File: config.mk
export PLATFORM = sky130hd
export DESIGN_NAME = extend_pipe
export DESIGN_NICKNAME = d
export VERILOG_FILES = /design/src/rtl/extend_pkg.sv /design/src/rtl/extend_skid_fifo.sv /design/src/rtl/extend_pipe.sv
export SDC_FILE = /design/constraint.sdc
export NUM_CORES = 1
export LEC_CHECK = 0
export ABC_AREA = 1
export CAP_MARGIN = 10
export CORE_ASPECT_RATIO = 1.4
export CORE_UTILIZATION = 35
export CTS_CLUSTER_DIAMETER = 40
export DETAILED_ROUTE_END_ITERATION = 12
export DONT_BUFFER_PORTS = 1
export HOLD_SLACK_MARGIN = 0.03
export SLEW_MARGIN = 20
export SYNTH_ARGS = -nofsm -noshare
export SYNTH_HDL_FRONTEND = slang
export SYNTH_SLANG_ARGS = --single-unit
File: constraint.sdc
create_clock -name clk -period 1.4 [get_ports clk]
set_input_delay 0.28 -clock clk [delete_from_list [all_inputs] [get_ports clk]]
set_output_delay 0.28 -clock clk [all_outputs]
set_load 0.01 [all_outputs]
File: src/rtl/extend_pkg.sv
// extend_pkg: shared types for the pipelined immediate-extension stage
package extend_pkg;
  typedef enum logic [2:0] {
    IMM12_Z   = 3'b000,
    MEM_OFS   = 3'b001,
    BRANCH    = 3'b010,
    ROT_IMM   = 3'b011,
    MEM_OFS_S = 3'b100
  } imm_src_t;
  typedef logic [1:0] mem_sel_t;
  localparam mem_sel_t WORD = 2'b00;
  localparam mem_sel_t BYTE = 2'b01;
  localparam mem_sel_t HALF = 2'b10;
  typedef struct packed {
    mem_sel_t mem_sel;
    logic     rot_carry;
    logic     illegal;
  } ext_side_t;
endpackage

File: src/rtl/extend_skid_fifo.sv
// extend_skid_fifo: 2-entry valid/ready FIFO whose head register drives the outputs
module extend_skid_fifo #(
  parameter type T = logic
) (
  input  logic clk,
  input  logic rst_n,
  input  logic flush,
  input  logic in_valid,
  output logic in_ready,
  input  T     din,
  output logic out_valid,
  input  logic out_ready,
  output T     dout
);
  logic [1:0] count_q, count_d;
  T head_q, head_d, tail_q, tail_d;
  logic push, pop;
  assign out_valid = count_q != 2'd0;
  assign dout = head_q;
  always_comb begin
    in_ready = rst_n && (count_q != 2'd2 || out_ready);
    push = in_valid && in_ready && !flush;
    pop = out_valid && out_ready;
    count_d = flush ? 2'd0 : count_q + {1'b0, push} - {1'b0, pop};
    // head refills from the skid entry when full, else takes the incoming beat once it is the oldest
    head_d = (count_q == 2'd2 && pop) ? tail_q :
             (push && (count_q == 2'd0 || (count_q == 2'd1 && pop))) ? din : head_q;
    tail_d = (push && (count_q == 2'd2 || (count_q == 2'd1 && !pop))) ? din : tail_q;
  end
  always_ff @(posedge clk) begin
    if (!rst_n) begin
      count_q <= 2'd0;
      head_q <= '0;
      tail_q <= '0;
    end else begin
      count_q <= count_d;
      head_q <= head_d;
      tail_q <= tail_d;
    end
  end
endmodule

File: src/rtl/extend_pipe.sv
// extend_pipe: pipelined ARM immediate extender with a 2-entry result buffer
module extend_pipe
  import extend_pkg::*;
#(
  parameter int DATA_W  = 32,
  parameter int INSTR_W = 24
) (
  input  logic               clk,
  input  logic               reset,
  input  logic               flush,
  input  logic               in_valid,
  output logic               in_ready,
  input  logic [INSTR_W-1:0] Instr,
  input  logic [2:0]         ImmSrc,
  output logic               out_valid,
  input  logic               out_ready,
  output logic [DATA_W-1:0]  ExtImm,
  output logic [1:0]         MemorySelector,
  output logic               RotCarry,
  output logic               Illegal
);
  typedef struct packed {
    logic [DATA_W-1:0] ext_imm;
    ext_side_t         side;
  } res_t;
  res_t res_d, res_q;
  logic [31:0] rot_base, rot;
  always_comb begin
    rot_base = {24'd0, Instr[7:0]};
    rot = 32'({rot_base, rot_base} >> {Instr[11:8], 1'b0});
    res_d.side.mem_sel = (ImmSrc == MEM_OFS || ImmSrc == MEM_OFS_S) ? Instr[1:0] : WORD;
    res_d.side.rot_carry = ImmSrc == ROT_IMM && Instr[11:8] != 4'd0 && rot[31];
    res_d.side.illegal = ImmSrc > MEM_OFS_S;
    res_d.ext_imm = ImmSrc == IMM12_Z ? DATA_W'(Instr[11:0]) :
                    ImmSrc == MEM_OFS ? ((Instr[1:0] == BYTE || Instr[1:0] == HALF) ?
                                         DATA_W'(Instr[11:2]) : DATA_W'(Instr[11:0])) :
                    ImmSrc == BRANCH ? {{(DATA_W-26){Instr[23]}}, Instr[23:0], 2'b00} :
                    ImmSrc == ROT_IMM ? DATA_W'(rot) :
                    ImmSrc == MEM_OFS_S ? {{(DATA_W-12){Instr[11]}}, Instr[11:0]} : '0;
  end
  extend_skid_fifo #(.T(res_t)) u_fifo (
    .clk(clk),
    .rst_n(reset),
    .flush(flush),
    .in_valid(in_valid),
    .in_ready(in_ready),
    .din(res_d),
    .out_valid(out_valid),
    .out_ready(out_ready),
    .dout(res_q)
  );
  assign ExtImm = res_q.ext_imm;
  assign MemorySelector = res_q.side.mem_sel;
  assign RotCarry = res_q.side.rot_carry;
  assign Illegal = res_q.side.illegal;
endmodule

==> run summary <==
Most frequent cells in the layout: 163 x nand2_1, 75 x inv_1, 72 x dfxtp_1
Worst-path clk slew: 0.06 ns
Combinational Power Share: 0.146
IO Port Bufs: 0
Max Cap Viol: 0
Max stage delay cell, worst path: dfxtp_2
Type of origin of the critical path: flip-flop
Sw Ratio: 0.2709
Iter 0 DRT Violations: 343
Run status: finished, violations left
H-tree Lvls: 3
Power per cell area: 926.6 nW/µm²
Routability cong.: 0.9254
Ys flop type: dfxtp_1
Biggest cell delay along the critical path: 0.34 ns
Hold buffer count at cts: 0
Vias: 4736
Area of the die: 13480 µm²
Worst slack at placement: -0.1252 ns
Violated checks: DRC, setup timing
Synthesis Warnings: 0
EDFF count, synth: 0
Crit path max fanout: 3
CTS tree: built
Cell taking the most area after synthesis: dfxtp_1
Critical Path Source: u_fifo.count_q[1]
Max-slew violations: 0
Die Span X: 98.41 µm
Via density: 5.298
Root Buffer: clkbuf_16
CP most frequent cell: a21oi_2
DRC viols: 2
Relative slew slack: 0.7186
Clk pwr share: 0.429
Final ANT Viol Nets: 0
Post-DP HPWL: 10.84 mm
Unrepaired setup endpoints after global routing: yes
Crit share post-route: 1.011
Crit. End Element: flip-flop
Sink Count: 74
Switch Pwr: 0.001381 W
GRT overflow: 0
Final #Nets: 773
Hold WS: 0.04302 ns
Rows: 48
Fin worst setup slack: -0.01608 ns
Initial Util: 0.3646
Post-Syn Instances: 700
WP data arrival: 1.67 ns
Int Power: 0.003717 W
Routed wire length: 15.06 mm
Synth top area cells: dfxtp_1 33%, nand2_1 14%, o21ai_0 6.9%, a21oi_1 6.6%, inv_1 6.5%
GRT Util Overall: 0.2201
Largest delay share family, worst path: adder cells
Worst hold start: reset
Worst-path cell chain: inv_2 > a21oi_2 > ha_1 > inv_1 > ha_2 > or2_4 > a21oi_2
Vias in the first global route: 4550
Async set-or-reset flop fraction in the synthesized netlist: 0
Slew at the pin closest to its max-slew limit: 0.4176 ns
Hold WC Path Type: in -> reg
Post-synth top area share: 0.3253
LEAKAGE: 2.450 nW
Worst path required time: 1.66 ns
Pin count of the biggest net entering global routing: 53
Hold Vio Cnt, Final: 0
Most common cell after layout, fill and taps aside: nand2_1
Avg WL per Cell: 16.84 µm
Die H: 137.0 µm
First-pass GRT wire length: 23.12 mm
Worst vdd ir: 0.0005661 V
Post-Synthesis Cell Area: 4554 µm²
Io pins: 70
Fmax achieved: 0.7062 GHz
Clock tree buffer depth: 2
Post-synthesis sequential area ratio: 0.3253
Buf/Inv on CP: 2
Antenna cell count: 0
Final Skew: 0.004937 ns
Synth Area per Inst: 6.506 µm²
CORE AREA: 12490 µm²
Initial antenna violation count: 0
CTS Buf Count: 9
Share of cells above drive strength 1: 0.2030
Sequential power share: 0.425
Worst skew pair latency: 0.34 ns
Yosys reg bits: 74
Critical path class: reg -> reg
Tmin final: 1.416 ns
Post-synth cell types: 42
RR Startpoint: u_fifo.count_q[1]
Post-synthesis net count: 734
Layout area overhead: 20.80%
Drt first pass iters: 9
# setup viols final: 1
[repair_timing]
item / in CTS / in global routing
cloned: 0 / 1
gates resized for setup: 12 / 29
endpoints found under the setup margin: 41 / 59
setup buffers: 1 / 0
pin swaps: 5 / 2
[synth_stat cells, types with 3 or more instances]
| cell | instances |
|---|---|
| nand2_1 | 166 |
| inv_1 | 79 |
| dfxtp_1 | 74 |
| o21ai_0 | 63 |
| a21oi_1 | 60 |
| nand3_1 | 55 |
| nor2_1 | 54 |
| clkbuf_1 | 19 |
| o21ai_1 | 13 |
| buf_2 | 12 |
| inv_2 | 11 |
| a31oi_1 | 10 |
| nand2_2 | 10 |
| nand4_1 | 9 |
| o211ai_1 | 9 |
| nand3_2 | 8 |
| o22ai_1 | 5 |
| a22o_1 | 4 |
| buf_4 | 4 |
| buf_6 | 3 |
| nand4_2 | 3 |
| nor2_4 | 3 |
[metal layers]
layer / track usage / part of all wire / up-vias
met3: 0.04801 / 0.057 / 22
met2: 0.3865 / 0.52 / 132
met4: 0.08872 / 0.021 / 0
li1: - / - / 2374
met1: 0.2601 / 0.40 / 2208
met5: 0 / 0 / -
[final cells by class]
class,count,area [µm²]
Clock buffer,12,256.5
Clock inverter,4,26.28
Fill cell,1325,6990
Inverter,93,355.3
Multi-Input combinational cell,493,2539
Sequential cell,74,1484
Tap cell,150,187.7
Timing Repair Buffer,68,653.1
[worst paths after layout]
kind / end / slack (ns) / cells after the start
max: u_fifo.count_q[1] / -0.02 / 7
min: u_fifo.dout[2] / 0.04 / 2
max reg2reg: u_fifo.count_q[1] / -0.02 / 7
min reg2reg: u_fifo.tail_q[3] / 0.47 / 2
[kinds of logic after synthesis]
logic type      after synthesis  synth area share
simple gates                318            0.3277
compound gates              171            0.2093
buf+inv                     133            0.1280
flops                        74            0.3253
fa+ha+maj                     2          0.005494
xor+xnor                      1          0.001923
mux                           1          0.002198
[metrics by stage]
step / power (W) / cell area, µm² / utilization / instances / TNS (ns)
floorplan: 0.002697 / 4554 / - / 700 / 0
global placement: 0.002928 / 5132 / 0.4109 / 876 / -0.8719
detailed placement: 0.002937 / 5132 / 0.4109 / 876 / -2.646
CTS: 0.005119 / 5443 / 0.4357 / 893 / 0
global route: 0.005283 / 5502 / 0.4404 / 894 / -0.7884
finish: 0.005098 / 5502 / 0.4404 / 894 / -0.01608
[flip-flops by register name, indices dropped and copies added (netlist names)]
| register | count |
|---|---|
| u_fifo.tail_q | 36 |
| u_fifo.count_q | 2 |
| u_fifo.dout | 36 |
[power groups by stage]
stage          sequential (W)  clock [W]  combinational, W
3_5_place_dp          0.00221          0          0.000723
4_1_cts               0.00217    0.00222          0.000732
6_report              0.00217    0.00219          0.000742
3_3_place_gp          0.00221          0          0.000715
5_1_grt               0.00217    0.00230          0.000815
2_1_floorplan         0.00221          0          0.000490
[worst reg2reg max path, stage by stage, from the launching register on]
cell and delay, ns:
dfxtp_2 0.34, inv_2 0.09, a21oi_2 0.06, ha_1 0.27, inv_1 0.04, ha_2 0.18
or2_4 0.22, a21oi_2 0.14
No activity file was read; power rests on OpenSTA's default activity.
